===== src/rtl/keccak_round_ctrl_if.sv =====
// keccak_round_ctrl_if
//   Bundles the request/completion handshake and the datapath strobes of the
//   Keccak-f[1600] round sequencer.
//   master : requester / datapath side (drives start, ack, abort)
//   slave  : the sequencer itself (drives ready, strobes, counters, done)
//   Signals:
//     start, ack, abort         request, completion acknowledge, synchronous abort
//     ready, busy, done         exactly one is high in every cycle
//     load_en, stage_en, commit datapath strobes
//     stage[1:0], iteration[4:0], last_round  position within the permutation
interface keccak_round_ctrl_if;
    logic       start;
    logic       ack;
    logic       abort;
    logic       ready;
    logic       load_en;
    logic       stage_en;
    logic [1:0] stage;
    logic [4:0] iteration;
    logic       commit;
    logic       last_round;
    logic       busy;
    logic       done;

    modport master (
        output start, ack, abort,
        input  ready, load_en, stage_en, stage, iteration, commit, last_round, busy, done
    );

    modport slave (
        input  start, ack, abort,
        output ready, load_en, stage_en, stage, iteration, commit, last_round, busy, done
    );
endinterface


===== src/rtl/keccak_round_ctrl.sv =====
// keccak_round_ctrl
//   Round sequencer for the Keccak-f[1600] permutation core. After a start/ready
//   request it strobes load_en for one cycle, then runs NUM_ROUNDS rounds of
//   STAGES cycles each, presenting the round index to the round-constant table and
//   pulsing commit on the final stage of every round. The result is signalled with
//   done, held until ack.
//   Parameters:
//     NUM_ROUNDS  rounds per permutation, 1..24
//     STAGES      cycles per round, 1..4
//   Ports:
//     clk   rising-edge clock
//     rst   asynchronous active-high reset
//     ctrl  handshake / strobe bundle (slave side)
//   Every output is a flop; the next values are computed from the registered state,
//   so there is no combinational path from any input to any output.
module keccak_round_ctrl #(
    parameter int NUM_ROUNDS = 24,
    parameter int STAGES     = 1
) (
    input  logic                clk,
    input  logic                rst,
    keccak_round_ctrl_if.slave  ctrl
);

    typedef enum logic [1:0] {
        S_IDLE = 2'd0,
        S_LOAD = 2'd1,
        S_RUN  = 2'd2,
        S_DONE = 2'd3
    } state_t;

    localparam logic [1:0] LAST_STAGE = 2'(STAGES - 1);
    localparam logic [4:0] LAST_ITER  = 5'(NUM_ROUNDS - 1);
    // Values of commit/last_round for the very first RUN cycle.
    localparam logic FIRST_COMMIT = (STAGES == 1);
    localparam logic FIRST_LAST   = (NUM_ROUNDS == 1);

    state_t     state_q;
    logic [1:0] stage_q;
    logic [4:0] iter_q;
    logic       ready_q;
    logic       load_en_q;
    logic       stage_en_q;
    logic       commit_q;
    logic       last_round_q;
    logic       busy_q;
    logic       done_q;

    always_ff @(posedge clk or posedge rst) begin
        if (rst) begin
            state_q      <= S_IDLE;
            stage_q      <= 2'd0;
            iter_q       <= 5'd0;
            ready_q      <= 1'b1;
            load_en_q    <= 1'b0;
            stage_en_q   <= 1'b0;
            commit_q     <= 1'b0;
            last_round_q <= 1'b0;
            busy_q       <= 1'b0;
            done_q       <= 1'b0;
        end else if (ctrl.abort) begin
            // Abort outranks start, ack and round advance.
            state_q      <= S_IDLE;
            stage_q      <= 2'd0;
            iter_q       <= 5'd0;
            ready_q      <= 1'b1;
            load_en_q    <= 1'b0;
            stage_en_q   <= 1'b0;
            commit_q     <= 1'b0;
            last_round_q <= 1'b0;
            busy_q       <= 1'b0;
            done_q       <= 1'b0;
        end else begin
            case (state_q)
                S_IDLE: begin
                    if (ctrl.start) begin
                        state_q   <= S_LOAD;
                        stage_q   <= 2'd0;
                        iter_q    <= 5'd0;
                        ready_q   <= 1'b0;
                        load_en_q <= 1'b1;
                        busy_q    <= 1'b1;
                    end
                end
                S_LOAD: begin
                    state_q      <= S_RUN;
                    load_en_q    <= 1'b0;
                    stage_en_q   <= 1'b1;
                    stage_q      <= 2'd0;
                    iter_q       <= 5'd0;
                    commit_q     <= FIRST_COMMIT;
                    last_round_q <= FIRST_LAST;
                end
                S_RUN: begin
                    // commit_q is high exactly when stage_q is the last stage, and
                    // last_round_q exactly when iter_q is the last round.
                    if (commit_q) begin
                        stage_q <= 2'd0;
                        if (last_round_q) begin
                            state_q      <= S_DONE;
                            stage_en_q   <= 1'b0;
                            commit_q     <= 1'b0;
                            last_round_q <= 1'b0;
                            busy_q       <= 1'b0;
                            done_q       <= 1'b1;
                        end else begin
                            iter_q       <= iter_q + 5'd1;
                            commit_q     <= FIRST_COMMIT;
                            last_round_q <= ((iter_q + 5'd1) == LAST_ITER);
                        end
                    end else begin
                        stage_q  <= stage_q + 2'd1;
                        commit_q <= ((stage_q + 2'd1) == LAST_STAGE);
                    end
                end
                S_DONE: begin
                    // start is ignored here; only ack leaves DONE.
                    if (ctrl.ack) begin
                        state_q <= S_IDLE;
                        iter_q  <= 5'd0;
                        stage_q <= 2'd0;
                        done_q  <= 1'b0;
                        ready_q <= 1'b1;
                    end
                end
                default: begin
                    state_q      <= S_IDLE;
                    stage_q      <= 2'd0;
                    iter_q       <= 5'd0;
                    ready_q      <= 1'b1;
                    load_en_q    <= 1'b0;
                    stage_en_q   <= 1'b0;
                    commit_q     <= 1'b0;
                    last_round_q <= 1'b0;
                    busy_q       <= 1'b0;
                    done_q       <= 1'b0;
                end
            endcase
        end
    end

    assign ctrl.ready      = ready_q;
    assign ctrl.load_en    = load_en_q;
    assign ctrl.stage_en   = stage_en_q;
    assign ctrl.stage      = stage_q;
    assign ctrl.iteration  = iter_q;
    assign ctrl.commit     = commit_q;
    assign ctrl.last_round = last_round_q;
    assign ctrl.busy       = busy_q;
    assign ctrl.done       = done_q;

endmodule

===== src/flat_wrapper.sv =====
// flat-port wrapper written by rule: the top's interface ports become plain ports
module keccak_round_ctrl_flat 
#(
    parameter int NUM_ROUNDS = 24,
    parameter int STAGES     = 1
)
  (clk, rst, ctrl_start, ctrl_ack, ctrl_abort, ctrl_ready, ctrl_load_en, ctrl_stage_en, ctrl_stage, ctrl_iteration, ctrl_commit, ctrl_last_round, ctrl_busy, ctrl_done);
  keccak_round_ctrl_if ctrl_i ();
  input  logic clk;
  input  logic rst;
  input wire logic [$bits(ctrl_i.start)-1:0] ctrl_start;
  input wire logic [$bits(ctrl_i.ack)-1:0] ctrl_ack;
  input wire logic [$bits(ctrl_i.abort)-1:0] ctrl_abort;
  output wire logic [$bits(ctrl_i.ready)-1:0] ctrl_ready;
  output wire logic [$bits(ctrl_i.load_en)-1:0] ctrl_load_en;
  output wire logic [$bits(ctrl_i.stage_en)-1:0] ctrl_stage_en;
  output wire logic [$bits(ctrl_i.stage)-1:0] ctrl_stage;
  output wire logic [$bits(ctrl_i.iteration)-1:0] ctrl_iteration;
  output wire logic [$bits(ctrl_i.commit)-1:0] ctrl_commit;
  output wire logic [$bits(ctrl_i.last_round)-1:0] ctrl_last_round;
  output wire logic [$bits(ctrl_i.busy)-1:0] ctrl_busy;
  output wire logic [$bits(ctrl_i.done)-1:0] ctrl_done;
  assign ctrl_i.start = ctrl_start;
  assign ctrl_i.ack = ctrl_ack;
  assign ctrl_i.abort = ctrl_abort;
  assign ctrl_ready = ctrl_i.ready;
  assign ctrl_load_en = ctrl_i.load_en;
  assign ctrl_stage_en = ctrl_i.stage_en;
  assign ctrl_stage = ctrl_i.stage;
  assign ctrl_iteration = ctrl_i.iteration;
  assign ctrl_commit = ctrl_i.commit;
  assign ctrl_last_round = ctrl_i.last_round;
  assign ctrl_busy = ctrl_i.busy;
  assign ctrl_done = ctrl_i.done;
  keccak_round_ctrl #(.NUM_ROUNDS(NUM_ROUNDS), .STAGES(STAGES)) u_core (.clk(clk), .rst(rst), .ctrl(ctrl_i));
endmodule

===== config.mk =====
export PLATFORM = sky130hd
export DESIGN_NAME = keccak_round_ctrl_flat
export DESIGN_NICKNAME = d
export VERILOG_FILES = /design/src/rtl/keccak_round_ctrl_if.sv /design/src/rtl/keccak_round_ctrl.sv /design/src/flat_wrapper.sv
export SDC_FILE = /design/constraint.sdc
export NUM_CORES = 1
export LEC_CHECK = 0
export CORE_MARGIN = 4
export CORE_UTILIZATION = 53
export DETAILED_ROUTE_END_ITERATION = 12
export PLACE_DENSITY = 0.88
export SYNTH_ARGS = -nofsm -noshare
export SYNTH_HDL_FRONTEND = slang
export SYNTH_SLANG_ARGS = --single-unit

===== constraint.sdc =====
create_clock -name clk -period 3.5 [get_ports clk]
set_input_delay 0.7 -clock clk [delete_from_list [all_inputs] [get_ports clk]]
set_output_delay 0.7 -clock clk [all_outputs]
set_load 0.005 [all_outputs]

Word level (Yosys, flattened, before mapping)
Cells that the tools add are included.
{"block": "totals", "regBits": 16, "out_inout_bits": 14, "wordCells": 79, "in_bits": 5}
{"block": "op_classes", "mux": 42, "add_sub_neg": 2, "eq_ne": 9, "n_reduce_logical": 16}
{"op": "$mux 5", "count": 5}
{"op": "$pmux 5 s4", "count": 1}
{"op": "$mux 1", "count": 19}
{"op": "$mux 2", "count": 8}
{"op": "$pmux 2 s4", "count": 2}
{"op": "$reduce_and 4->1", "count": 4}
{"op": "$reduce_bool 3->1", "count": 5}
{"op": "$pmux 1 s2", "count": 7}
{"op": "$ne 3x3->1 const B", "count": 3}
{"op": "$ne 3x2->1 const B", "count": 2}
{"op": "$reduce_and 2->1", "count": 3}
{"op": "$reduce_and 3->1", "count": 2}
{"op": "$add 5x1->5 const B", "count": 1}
{"op": "$eq 5x5->1 const B", "count": 1}
{"op": "$eq 2x2->1 const B", "count": 2}
{"op": "$logic_not 2->1", "count": 2}
{"op": "$add 2x1->2 const B", "count": 1}
{"op": "$eq 2x1->1 const B", "count": 1}

Longest topological paths before layout
Gate-level depths: netlist of the first run.
{"block": "depth", "ltp_word": 6, "ltp_mapped": 7, "mapped_depth_nobuf": 6}

Least setup slack after synthesis of the first run
OpenSTA, ideal clock, no wires.
{"block": "synth_path", "kind": "register to register", "start": "reg u_core.state_q[0]", "end": "reg u_core.iter_q[4], in the netlist u_core.ctrl.iteration[4]", "slack_ns": 1.682, "required_ns": 3.375, "arrival_time_ns": 1.693, "synth_period_minus_slack_ns": 1.818, "setup_time_ns": 0.125, "path_buffers": 1, "path_stages_with_launch": 8, "path_cell_list": "dfrtp_1 > inv_1 > ha_1 > nor2b_1 > o21ba_1 > buf_6 > or2_4 > mux2_4"}
{"block": "synth_between", "elab_chain_len": 3, "elab_cells_between_ends": 11, "classes_between": "7 x eq/ne; 2 x mux; 2 x reduce/logical"}
{"element": "start: declaration", "line": "keccak_round_ctrl.sv:38", "text": "state_t state_q;"}
{"element": "start signal: assignment", "line": "keccak_round_ctrl.sv:51", "text": "state_q <= S_IDLE;"}
{"element": "start signal: assignment", "line": "keccak_round_ctrl.sv:63", "text": "state_q <= S_IDLE;"}
{"element": "start signal: assignment", "line": "keccak_round_ctrl.sv:77", "text": "state_q <= S_LOAD;"}
{"element": "$eq 2x2->1, or another cell as far along", "line": "keccak_round_ctrl.sv:74", "text": "case (state_q)"}
{"element": "$ne 3x3->1 (no source line), or another cell as far along"}
{"element": "$reduce_and 4->1 (no source line) or $mux 5 (tied branches)"}
{"element": "end signal: assignment", "line": "keccak_round_ctrl.sv:107", "text": "iter_q <= iter_q + 5'd1;"}
{"element": "end: declaration", "line": "keccak_round_ctrl.sv:40", "text": "logic [4:0] iter_q;"}
Parallel ways exist; a longest one is shown, timed or not.
A chain may end at the register's enable or synchronous reset.

Worst setup path in the final report of the first run
{"block": "layout_path", "start": "in ctrl_abort", "end": "reg u_core.state_q[0]"}
{"block": "layout_between", "elab_chain_len": 2, "elab_cells_between_ends": 6, "classes_between": "4 x eq/ne; 1 x mux; 1 x reduce/logical"}
{"element": "start: declaration", "line": "flat_wrapper.sv:13", "text": "input wire logic [$bits(ctrl_i.abort)-1:0] ctrl_abort;"}
{"element": "$ne 3x2->1 (no source line) or $ne 3x3->1 (tied branches)"}
{"element": "$reduce_and 4->1 (no source line)"}
Parallel ways exist; a longest one is shown, timed or not.

==> summary.txt, run 1 <==
GRT
  • GRT Overall Usage: 17.6%
  • Number of global-route vias before repair: 751
  • Initial antenna violation count: 0
  • First-pass GRT wire length: 3.39 mm
  • Total global routing overflow: 0
  • Largest net degree at the start of global routing: 17

Clock network
  • CTS tree: done
  • Clk Latency, worst-skew pair: 0.28 ns
  • Clk root buf: clkbuf_4
  • Longest Clk Path Bufs: 2
  • CTS Buf Count: 3
  • Setup bufs post-CTS: 0
  • Count of hold buffers inserted by post-cts repair: 0
  • Post-cts resize count: 0
  • CTS Sinks: 16
  • Htree depth: 1
  • Worst-path clk slew: 0.09 ns

Logic synthesis
  • Ys async rst share: 100%
  • Synthesis warning total: 0
  • Synth Flop Type: dfrtp_1
  • Post-synthesis adder-cell area fraction: 9.60%
  • Area leader, netlist: dfrtp_1
  • Sequential fraction of the synthesis area: 44.0%
  • Synth Register Bits: 16
  • Yosys top cell area share: 41.2%
  • Mean Syn Cell Area: 10.0 sq um
  • Synth top cells by count: dfrtp_1, a21oi_1, ha_1, nor2_1, nand2_1
  • Area contributors post-synth: dfrtp_1, ha_1, a21oi_1
  • Post-synthesis cell count: 91
  • Most frequent cell after synthesis: dfrtp_1
  • Multiplexer area fraction after synthesis: 3.98%
  • Synth Area in XOR/XNOR: 2.88%
  • Post-Syn Area: 912 sq um
  • Synth Area in Compound Gates: 16.6%
  • Count of cell types in the netlist: 37
  • Syn Nets: 103
  • EDFF count, synth: 0
  • Largest family of logic cells by synthesized area: simple AND/OR/NAND/NOR gates
  • Simple-gate portion of the synthesized area: 18.5%

Critical path
  • Critical Path End Type: flip-flop
  • Required time worst endpoint: 3.67 ns
  • Max stage delay on crit path: 0.70 ns
  • Critical path arrival: 2.30 ns
  • Worst path bufs/invs: 1
  • Crit-path leading delay family: buffers and inverters
  • CP Cell Sequence: clkdlybuf4s50_1, o21ba_1, a21oi_1, mux2_2
  • Slowest cell on crit path: clkdlybuf4s50_1
  • Type of origin of the critical path: input pin
  • Setup CP Type: in -> reg
  • Max Fanout on Critical Path: 12

Cells and area
  • Diodes inserted: 0
  • Layout cell share with drive strength beyond 1: 8.26%
  • Util after Layout: 71.4%
  • Final nets: 122
  • Syn-to-layout area delta: 22.1%
  • Filler cell count: 118

Drt
  • WL/cell: 14.6 microns
  • Initial detailed-routing violation count: 26
  • Vias per inst: 5.86
  • Antenna Violating Nets Remaining: 0
  • Routed vias: 732
  • Detailed Route WL: 1.83 mm
  • DRC viols: 0
  • DR pass1 iterations: 4

STA
  • Tcrit/Tclk final: 60.9%
  • Fin. Hold Viols: 0
  • Clock skew: 0.00649 ns
  • Minimum clock period: 2.13 ns
  • RSZ-0062 raised after global routing: false
  • Pins Over Slew Limit: 0
  • Final setup vio count: 0
  • Actual slew at the worst max-slew pin: 0.591 ns
  • Rel. slew slack: 60.6%
  • Setup TNS: 0 ns
  • Peak Freq: 469 MHz

Power
  • PwrDens: 537 nW/um^2
  • VDD IR-drop max: 409 uV
  • Lkg Pwr: 0.493 nW

Outcome
  • Outcome: finished, final reports clean

Floorplan
  • Die W: 49.5 microns
  • Starting density of the core: 58.5%
  • Core Area: 1560 sq um
  • # IOs: 19
  • Die area: 2450 sq um
  • Rows: 14
  • Die height: 49.5 microns

Place
  • GP Congestion: 0.830
  • Port Buf Inserts: 18
  • HPWL Detailed: 1.44 mm

Run
  • Max-cap violations: 0

Min path
  • Worst Hold Class: reg -> reg
kinds of logic after synthesis:
family,Yosys count
and+or+nand+nor,31
AOI/OAI and AO/OA,23
DFF,16
buffers and inverters,8
adders and majority gates,7
xor gates and xnor gates,3
muxes,3
flip-flops by register name, summed over array words and instances, names as in the netlist:
signal / count
u_core.ctrl.stage_en: 1
u_core.ctrl.last_round: 1
u_core.ctrl.ready: 1
u_core.state_q: 2
u_core.ctrl.stage: 2
u_core.ctrl.iteration: 5
u_core.ctrl.busy: 1
u_core.ctrl.done: 1
u_core.ctrl.load_en: 1
u_core.ctrl.commit: 1
stage by stage:
stage | area [sq um] | hold WS (ns) | power, mW | cells | worst slack, ns
after detailed placement | 1090 | 0.515 | 0.499 | 121 | 1.09
final | 1110 | 0.531 | 0.598 | 125 | 1.37
after floorplan | 912 | 0.493 | 0.412 | 91 | 1.68
after CTS | 1110 | 0.538 | 0.598 | 125 | 1.39
after global routing | 1110 | 0.582 | 0.645 | 125 | 1.30
after global placement | 1090 | 0.509 | 0.485 | 121 | 1.14
path summary, 6_finish.rpt:
| kind | startpoint | to | slack (ns) | depth (start not counted) |
|---|---|---|---|---|
| setup / recovery | ctrl_abort | u_core.state_q[0]$_DFFE_PP0P_ | 1.37 | 4 |
| hold / removal | u_core.ctrl.stage_en$_DFFE_PP0P_ | u_core.ctrl.stage_en$_DFFE_PP0P_ | 0.53 | 2 |
| setup reg to reg | u_core.state_q[0]$_DFFE_PP0P_ | u_core.ctrl.iteration[4]$_DFFE_PP0P_ | 1.52 | 6 |
| hold reg to reg | u_core.ctrl.stage_en$_DFFE_PP0P_ | u_core.ctrl.stage_en$_DFFE_PP0P_ | 0.53 | 2 |
| max in group asynchronous | rst | u_core.ctrl.busy$_DFFE_PP0P_ | 2.34 | 2 |
| min in group asynchronous | rst | u_core.ctrl.iteration[1]$_DFFE_PP0P_ | 0.77 | 2 |
cells in the final DEF (no fill, tap or decap), types with 2 or more instances in the layout:
master	Yosys	layout
nor2b_1	4	4
nand2_1	6	6
nand2b_1	2	2
clkdlybuf4s50_1	0	18
xor2_1	2	2
nand3_1	3	3
a211oi_1	2	2
and2_1	2	2
dfrtp_1	15	15
ha_1	7	7
o2bb2ai_1	3	3
inv_1	4	4
a21oi_1	8	8
clkbuf_4	0	3
nor2_1	7	7
o21ai_0	3	3
cell type report:
type                       count  area (sq um)  area share, %
multi-input combinational     67           470           42.2
sequential                    16           402           36.1
timing repair buffer          18           180           16.2
clock buffer                   4          26.3           2.36
tap                           16          20.0           1.80
inverter                       4          15.0           1.35
per-layer routing:
| layer | part of all wire (%) | track usage, % | up-vias |
|---|---|---|---|
| met5 | 0 | 0 | - |
| met4 | 0.98 | 4.15 | 0 |
| met3 | 3.4 | 2.71 | 4 |
| met2 | 47 | 29.0 | 19 |
| met1 | 48 | 24.3 | 355 |
| li1 | - | - | 354 |
power breakdown:
group / leakage (nW) / internal, mW / total [mW] / switching (mW)
clock: 0.0150 / 0.0442 / 0.101 / 0.0565
combinational: 0.264 / 0.123 / 0.235 / 0.112
sequential: 0.214 / 0.223 / 0.263 / 0.0400
worst reg2reg max path: cells and delay by family (launching register included):
kind,cells,cell delay [ns]
AOI/OAI and AO/OA,1,0.34
adders and majority gates,1,0.18
and+or+nand+nor,2,0.48
DFF,1,0.46
muxes,1,0.29
buffers and inverters,1,0.12
(Power assumes the default switching activity.)
==> run 2: changes to the inputs <==
- CORE_UTILIZATION: 53 -> 44
- PLACE_DENSITY: 0.88 -> 0.79
- clock period: 3.5 -> 1.8 ns (I/O delays scaled with it)
==> summary.txt, run 2 (synthesized netlist as in run 1, its figures left out) <==
Floorplan
  • Rows: 16 (was 14)
  • Starting density of the core: 46.5% (was 58.5%)
  • Die height: 53.5 microns (was 49.5 microns)
  • # IOs: 19 (unchanged)
  • Core Area: 1960 sq um (was 1560 sq um)
  • Die W: 53.5 microns (was 49.5 microns)
  • Die area: 2870 sq um (was 2450 sq um)

Run
  • Max-cap violations: 0 (unchanged)

Critical path
  • Critical path arrival: 1.92 ns (was 2.30 ns)
  • CP Cell Sequence: inv_1, ha_2, nor2b_1, o21ba_4, or2_4, mux2_4 (was clkdlybuf4s50_1, o21ba_1, a21oi_1, mux2_2)
  • Critical Path End Type: flip-flop (unchanged)
  • R2R Path Start: u_core.state_q[0]$_DFFE_PP0P_ (unchanged)
  • Required time worst endpoint: 1.98 ns (was 3.67 ns)
  • Slowest cell on crit path: dfrtp_2 (was clkdlybuf4s50_1)
  • Worst R2R End: u_core.ctrl.iteration[4]$_DFFE_PP0P_ (unchanged)
  • Reg2reg setup slack: 0.06 ns (was 1.52 ns)
  • Crit-path leading delay family: flip-flops (was buffers and inverters)
  • Setup CP Type: reg -> reg (was in -> reg)
  • Type of origin of the critical path: flip-flop (was input pin)
  • Worst path bufs/invs: 1 (unchanged)
  • Max stage delay on crit path: 0.42 ns (was 0.70 ns)
  • Max Fanout on Critical Path: 6 (was 12)
  • Worst r2r path cells: 6 (unchanged)

Power
  • Total Power: 1.34 mW (was 0.598 mW)
  • Lkg Pwr: 0.565 nW (was 0.493 nW)
  • PwrDens: 1040 nW/um^2 (was 537 nW/um^2)
  • VDD IR-drop max: 514 uV (was 409 uV)

Drt
  • Routed vias: 764 (was 732)
  • DRC viols: 0 (unchanged)
  • Initial detailed-routing violation count: 0 (was 26)
  • DR pass1 iterations: 1 (was 4)
  • Detailed Route WL: 2.09 mm (was 1.83 mm)
  • Antenna Violating Nets Remaining: 0 (unchanged)
  • Vias per inst: 5.06 (was 5.86)
  • WL/cell: 13.8 microns (was 14.6 microns)

GRT
  • Total global routing overflow: 0 (unchanged)
  • Largest net degree at the start of global routing: 17 (unchanged)
  • First-pass GRT wire length: 3.80 mm (was 3.39 mm)
  • GRT Overall Usage: 18.5% (was 17.6%)
  • Number of global-route vias before repair: 878 (was 751)
  • Initial antenna violation count: 0 (unchanged)

Cells and area
  • Final nets: 137 (was 122)
  • Filler cell count: 187 (was 118)
  • Layout cell share with drive strength beyond 1: 27.4% (was 8.26%)
  • Largest register FFs: 5 (unchanged)
  • Syn-to-layout area delta: 40.5% (was 22.1%)
  • Most common cell after layout, fill and taps aside: clkdlybuf4s50_1 (unchanged)
  • Diodes inserted: 0 (unchanged)
  • Most frequent cells in the layout: clkdlybuf4s50_1, buf_4, dfrtp_1 (was clkdlybuf4s50_1, dfrtp_1, a21oi_1)
  • Final Instance Count excl. Fillers: 151 (was 125)

Clock network
  • Count of hold buffers inserted by post-cts repair: 0 (unchanged)
  • Clk root buf: clkbuf_4 (unchanged)
  • Htree depth: 1 (unchanged)
  • CTS tree: done (unchanged)
  • Worst-path clk slew: 0.09 ns (about the same)
  • Longest Clk Path Bufs: 2 (unchanged)
  • CTS Buf Count: 3 (unchanged)
  • Clk Latency, worst-skew pair: 0.28 ns (about the same)
  • CTS Sinks: 16 (unchanged)

STA
  • Peak Freq: 576 MHz
  • Rel. slew slack: 81.9% (was 60.6%)
  • Fin. Hold Viols: 0 (unchanged)
  • Clock skew: 0.00212 ns (was 0.00649 ns)
  • Minimum clock period: 1.74 ns
  • Pins Over Slew Limit: 0 (unchanged)
  • Final setup vio count: 0 (unchanged)
  • Actual slew at the worst max-slew pin: 0.268 ns (was 0.591 ns)
  • Tcrit/Tclk final: 96.5%

Min path
  • Worst Hold Class: in -> async (was reg -> reg)

Place
  • GP Congestion: 0.771 (was 0.830)
  • Port Buf Inserts: 18 (unchanged)
  • Dpl cells: 145 (was 121)
  • HPWL Detailed: 1.54 mm (was 1.44 mm)

Outcome
  • Outcome: finished, final reports clean (unchanged)
==> run 2: changes by cell type in the layout (fill, tap and decap cells not counted), moves of 2 or more <==
cell	delta
buf_4	+15
ha_2	+2
dfrtp_1	-2
ha_1	-2
dfrtp_2	+2
==> run 2: tightest hold or removal path, cell delays in order <==
cell             delay, ns
clkdlybuf4s50_1       0.39
inv_1                 0.05
buf_4                 0.23
==> run 2: where the power goes <==
group | internal [mW] | switching [mW]
Combinational | 0.334 | 0.253
Sequential | 0.437 | 0.0748
Clock | 0.123 | 0.114
Total | 0.894 | 0.441
==> run 2: worst max path at each step <==
stage | startpoint | cells after the start | to | slack, ns
global route | u_core.state_q[0]$_DFFE_PP0P_ | 6 | u_core.ctrl.iteration[1]$_DFFE_PP0P_ | -0.007
floorplan | u_core.state_q[0]$_DFFE_PP0P_ | 7 | u_core.ctrl.iteration[4]$_DFFE_PP0P_ | 0.01
global placement | ctrl_start | 5 | u_core.ctrl.iteration[4]$_DFFE_PP0P_ | -0.02
CTS | u_core.state_q[0]$_DFFE_PP0P_ | 5 | u_core.ctrl.iteration[4]$_DFFE_PP0P_ | 0.002
detailed placement | ctrl_start | 5 | u_core.ctrl.iteration[4]$_DFFE_PP0P_ | -0.04
finish | u_core.state_q[0]$_DFFE_PP0P_ | 6 | u_core.ctrl.iteration[4]$_DFFE_PP0P_ | 0.06
==> run 2: metal layers <==
layer  wire length, microns  share of wire [%]  vias up  track usage (%)
li1                       -                  -      384                -
met1                    904                 43      354             20.8
met2                   1020                 49       19             32.4
met3                     91                4.4        7             2.77
met4                     74                3.5        0             11.5
met5                      0                  0        -                0
==> run 2: area by class of cell <==
type                    count  area, sq um  area share (%)
flip-flops and latches     16          404            31.5
inverters                   4         15.0            1.17
multi-input cells          67          499            39.0
clock buffers               4         36.3            2.83
repair buffers             33          293            22.9
well taps                  27         33.8            2.64
==> run 2: timing repair <==
action,4_1_cts,5_1_grt
buffers inserted,0,2
gates resized for setup,2,7
endpoints found under the setup margin,6,9
pin swaps,0,0
==> run 2: metrics by stage <==
stage	util (%)	setup TNS (ns)	setup slack (ns)	hold WS (ns)	cell area, sq um
after CTS	63.4	0	0.00228	0.364	1240
after global routing	65.3	-0.0114	-0.00670	0.392	1280
after global placement	61.2	-0.0192	-0.0192	0.488	1200
final	65.3	0	0.0637	0.366	1280
after detailed placement	61.2	-0.118	-0.0450	0.509	1200
after floorplan	-	0	0.0102	0.273	915
